### src/rtl/spi_coef_tx.sv
// Serial coefficient transmitter: sends a header byte, 32 zero-padded 5-bit coefficients
// and an XOR checksum MSB first on MOSI while cs_n is low, then holds cs_n high for a short gap.
module spi_coef_tx #(
    parameter logic [7:0] HEADER     = 8'hA5,
    parameter int         GAP_CYCLES = 2
) (
    input  logic         SCLK,
    input  logic         reset,
    input  logic         start,
    input  logic [159:0] coef_flat,
    output logic         MOSI,
    output logic         cs_n,
    output logic         busy,
    output logic         done
);

    // state     | meaning
    // ST_IDLE   | waiting for start, link quiet
    // ST_HEADER | shifting the sync byte
    // ST_DATA   | shifting the 32 coefficient bytes
    // ST_CHECK  | shifting the XOR checksum byte
    // ST_GAP    | cs_n high between frames, done on the last cycle
    localparam logic [2:0] ST_IDLE   = 3'd0;
    localparam logic [2:0] ST_HEADER = 3'd1;
    localparam logic [2:0] ST_DATA   = 3'd2;
    localparam logic [2:0] ST_CHECK  = 3'd3;
    localparam logic [2:0] ST_GAP    = 3'd4;

    localparam logic [3:0] GAP_LAST = 4'(GAP_CYCLES - 1);

    logic [2:0]   state;
    logic [159:0] snap;
    logic [7:0]   byte_q;
    logic [7:0]   chk;
    logic [7:0]   chk_nxt;
    logic [7:0]   data_byte;
    logic [4:0]   byte_idx;
    logic [4:0]   word_idx;
    logic [2:0]   bit_idx;
    logic [3:0]   gap_cnt;
    logic         launch;

    assign busy = (state != ST_IDLE);

    // A held start re-launches straight out of the last gap cycle so frames
    // are separated by exactly GAP_CYCLES high cs_n cycles.
    assign launch = start && ((state == ST_IDLE) || (state == ST_GAP && gap_cnt == 4'd0));

    always_comb begin
        chk_nxt   = chk ^ byte_q;
        word_idx  = (state == ST_DATA) ? byte_idx + 5'd1 : 5'd0;
        data_byte = {3'b000, snap[5*word_idx +: 5]};
    end

    always_ff @(posedge SCLK) begin
        if (reset) begin
            state    <= ST_IDLE;
            snap     <= '0;
            byte_q   <= '0;
            chk      <= '0;
            byte_idx <= '0;
            bit_idx  <= '0;
            gap_cnt  <= '0;
            MOSI     <= 1'b0;
            cs_n     <= 1'b1;
            done     <= 1'b0;
        end else if (launch) begin
            state    <= ST_HEADER;
            snap     <= coef_flat;
            byte_q   <= HEADER;
            chk      <= '0;
            byte_idx <= '0;
            bit_idx  <= '0;
            gap_cnt  <= '0;
            MOSI     <= HEADER[7];
            cs_n     <= 1'b0;
            done     <= 1'b0;
        end else begin
            done <= 1'b0;
            case (state)
                ST_IDLE: begin
                    MOSI <= 1'b0;
                    cs_n <= 1'b1;
                end
                ST_HEADER, ST_DATA, ST_CHECK: begin
                    if (bit_idx != 3'd7) begin
                        bit_idx <= bit_idx + 3'd1;
                        MOSI    <= byte_q[3'd6 - bit_idx];
                    end else begin
                        chk     <= chk_nxt;
                        bit_idx <= '0;
                        if (state == ST_CHECK) begin
                            state   <= ST_GAP;
                            cs_n    <= 1'b1;
                            MOSI    <= 1'b0;
                            gap_cnt <= GAP_LAST;
                            done    <= (GAP_CYCLES == 1);
                        end else if (state == ST_DATA && byte_idx == 5'd31) begin
                            state  <= ST_CHECK;
                            byte_q <= chk_nxt;
                            MOSI   <= chk_nxt[7];
                        end else begin
                            state    <= ST_DATA;
                            byte_idx <= word_idx;
                            byte_q   <= data_byte;
                            MOSI     <= data_byte[7];
                        end
                    end
                end
                ST_GAP: begin
                    if (gap_cnt != 4'd0) begin
                        gap_cnt <= gap_cnt - 4'd1;
                        done    <= (gap_cnt == 4'd1);
                    end else begin
                        state <= ST_IDLE;
                    end
                end
                default: state <= ST_IDLE;
            endcase
        end
    end

endmodule

### config.mk
export PLATFORM = sky130hd
export DESIGN_NAME = spi_coef_tx
export DESIGN_NICKNAME = d
export VERILOG_FILES = /design/src/rtl/spi_coef_tx.sv
export SDC_FILE = /design/constraint.sdc
export NUM_CORES = 1
export LEC_CHECK = 0
export BUFFER_PORTS_ARGS = -buffer_cell sky130_fd_sc_hd__clkbuf_2
export CAP_MARGIN = 10
export CORE_MARGIN = 5
export CORE_UTILIZATION = 35
export CTS_CLUSTER_SIZE = 28
export DETAILED_ROUTE_END_ITERATION = 8
export PLACE_DENSITY_LB_ADDON = 0.15
export SETUP_SLACK_MARGIN = 0.3
export SYNTH_ARGS = -nofsm -noshare
export SYNTH_HDL_FRONTEND = slang
export SYNTH_SLANG_ARGS = --single-unit
### constraint.sdc
create_clock -name SCLK -period 4.1 [get_ports SCLK]
set_clock_uncertainty 0.15 [all_clocks]
set_input_delay 0.82 -clock SCLK [delete_from_list [all_inputs] [get_ports SCLK]]
set_output_delay 0.82 -clock SCLK [all_outputs]
set_load 0.02 [all_outputs]
==> flow_metrics.env <==
export IMPL_status="completed"
export IMPL_max_vdd_ir_drop_mv=0.201
export IMPL_intPower_mw=3.10
export IMPL_critPathMaxFanout=18
export IMPL_pwr_share_seq=0.491
export IMPL_crit_chain="nor3b_2, buf_4, nand2_2, a211oi_1, a2111oi_0, a2111oi_0, o31ai_1"
export IMPL_fmax_ghz=0.307
export IMPL_track_usage=0.195
export IMPL_max_stage_delay_ns=0.71
export IMPL_postCtsHoldBufs=0
export IMPL_grt_met3_usage=0.0371
export IMPL_grt_pass1_vias=7828
export IMPL_synth_edff_count=0
export IMPL_hp_start="snap[151]"
export IMPL_use_met2=0.305
export IMPL_synth_area_um2=8850
export IMPL_dr_pass1_iters=5
export IMPL_grt_pass1_wl_um=43600
export IMPL_syn_area_per_cell_um2=7.82
export IMPL_top_usage_layer="met2"
export IMPL_dieHeight_um=169
export IMPL_drc=0
export IMPL_power_frac_clock=0.404
export IMPL_met1_usage=0.278
export IMPL_p_sw_mw=1.13
export IMPL_drt_iter0_drc=647
export IMPL_drive_above_1_share=0.198
export IMPL_nets=1418
export IMPL_layout_commonest_cell="nand2_1"
export IMPL_synth_fp_nets=1301
export IMPL_drt_total_wl_um=28200
export IMPL_cp_num_buf_inv=1
export IMPL_antenna_left=0
export IMPL_startpoint_type="flop"
export IMPL_dpl_worst_slack_ns=0.866
export IMPL_grt_overflow=0
export IMPL_cts_tree="done"
export IMPL_die_w_um=169
export IMPL_crit_family="compound AO/OA/AOI/OAI gates"
export IMPL_whs_ns=0.305
export IMPL_num_antenna_cells=0
export IMPL_critical_path_class="reg2reg"
export IMPL_root_buffer="clkbuf_16"
export IMPL_fin_setup_tns_ns=0
export IMPL_synth_seq_area_share=0.439
export IMPL_min_period_over_period=0.795
export IMPL_mostFrequentLayoutCells="nand2_1, dfxtp_1, a21oi_1, clkbuf_2, nor2_1"
export IMPL_start_util=0.353
export IMPL_grt_max_degree=163
export IMPL_slowest_stage="dfxtp_1"
export IMPL_worstSkewPairLatency_ns=0.43
export IMPL_finalHoldViolCount=0
export IMPL_netlist_instances=1132
export IMPL_p_comb_frac=0.104
export IMPL_p_per_area_nw_per_um2=402
export IMPL_cellLeakagePower_nw=4.11
export IMPL_post_cts_setup_buffers=0
export IMPL_drv_slew=0
export IMPL_core_area_um2=25000
export IMPL_port_buffers=166
export IMPL_clkTransAtPathRegs_ns=0.07
export IMPL_synth_async_reset_ratio=0
export IMPL_setup_viol=0
export IMPL_drv_cap=0
export IMPL_slew_headroom=0.500
export IMPL_setup_ws_ns=0.842
export IMPL_cts_resized=0
export IMPL_ys_flop_type="dfxtp_1"
export IMPL_hp_class="reg2reg"
export IMPL_r2r_start="state[1]"
export IMPL_crit_start="state[1]"
export IMPL_critical_path_most_common_cell="a2111oi_0"
export IMPL_ys_seq_elements=194
export IMPL_fillers=2631
export IMPL_h_tree_depth=4
export IMPL_rsz0062_at_grt="false"
export IMPL_ioPinCount=167
export IMPL_vias=8142
export IMPL_cts_sinks=194
export IMPL_finalPower_mw=4.23
export IMPL_place_gp_congestion=0.902
export IMPL_dp_hpwl_um=20400
export IMPL_num_rows=58
export IMPL_worst_setup_path_end_kind="flop"
export IMPL_cts_buffers_inserted=17
export IMPL_synth_cell_types=70
export IMPL_wl_per_cell_um=17.7
export IMPL_antenna_found_initial=0
export IMPL_dieArea_um2=28600
export IMPL_worstPathArrival_ns=3.40
export IMPL_syn_to_final_growth_pct=18.8
export IMPL_viasPerCell=5.11
export IMPL_crit_required_ns=4.24
export IMPL_worst_slew_pin_slew_ns=0.750
export IMPL_p_sw_frac=0.268
export IMPL_synth_warning_count=0
export IMPL_cts_path_max_buffers=2
export IMPL_fin_crit_ns=3.26
[per-stage QoR]
step / std cells / instance area (µm²) / util
after floorplan: 1132 / 8850 / -
after global placement: 1560 / 9910 / 0.396
after detailed placement: 1560 / 9910 / 0.396
after CTS: 1592 / 10500 / 0.420
after global routing: 1592 / 10500 / 0.420
final: 1592 / 10500 / 0.420
[flip-flops by register name (all words and copies together) (netlist names), 3 cells and up]
name	cells
state	3
snap	160
chk	8
byte_idx	5
bit_idx	3
gap_cnt	4
byte_q	8
[cell families after synthesis]
logic type      after synthesis  synth area share
compound gates              309             0.206
xor+xnor                     14            0.0168
fa+ha+maj                     6           0.00848
buf+inv                      95            0.0455
flops                       194             0.439
mux                          43            0.0591
simple gates                471             0.225
[synthesized netlist by cell type (7+ instances only)]
| cell type | number | share of area |
|---|---|---|
| nand2_1 | 359 | 0.15 |
| dfxtp_1 | 194 | 0.44 |
| a21oi_1 | 192 | 0.11 |
| clkbuf_1 | 60 | 0.025 |
| nor2_1 | 41 | 0.017 |
| o21ai_0 | 33 | 0.019 |
| mux2i_1 | 32 | 0.036 |
| buf_2 | 25 | 0.014 |
| a211oi_1 | 14 | 0.012 |
| nor3_1 | 10 | 0.0057 |
| xor2_1 | 10 | 0.0099 |
| a31oi_1 | 9 | 0.0064 |
| nand3_1 | 9 | 0.0051 |
| mux4_2 | 7 | 0.018 |
[worst min-delay path, stage by stage (launching register included)]
cell and delay, ns:
dfxtp_1 0.31, nand2_1 0.05, a21oi_1 0.05
[cell type report]
class,instances,area [µm²],share of cell area
Inverter,5,18.8,0.00179
Clock buffer,18,429,0.0408
Multi-Input combinational cell,843,4580,0.436
Sequential cell,194,3880,0.369
Timing Repair Buffer,188,1010,0.0962
Tap cell,330,413,0.0393
Clock inverter,14,174,0.0165
[per-layer routing]
| layer | vias up | share of wire |
|---|---|---|
| met1 | 3795 | 0.48 |
| met5 | - | 0 |
| met2 | 207 | 0.46 |
| met3 | 20 | 0.050 |
| li1 | 4120 | - |
| met4 | 0 | 0.014 |
[power by group through the flow]
| stage | Clock (mW) | Combinational [mW] | Sequential [mW] |
|---|---|---|---|
| floorplan | 0 | 0.288 | 2.08 |
| global placement | 0 | 0.443 | 2.12 |
| detailed placement | 0 | 0.447 | 2.12 |
| CTS | 1.75 | 0.449 | 2.08 |
| global route | 1.82 | 0.499 | 2.09 |
| finish | 1.71 | 0.441 | 2.08 |
[worst paths after layout]
| kind | end | slack [ns] | cells after the start |
|---|---|---|---|
| worst min register to register | snap[151] | 0.31 | 2 |
| worst max register to register | byte_q[1] | 0.84 | 7 |
| worst min-delay path | snap[151] | 0.31 | 2 |
| worst max-delay path | byte_q[1] | 0.84 | 7 |
Power figures use the tool's default switching activity.
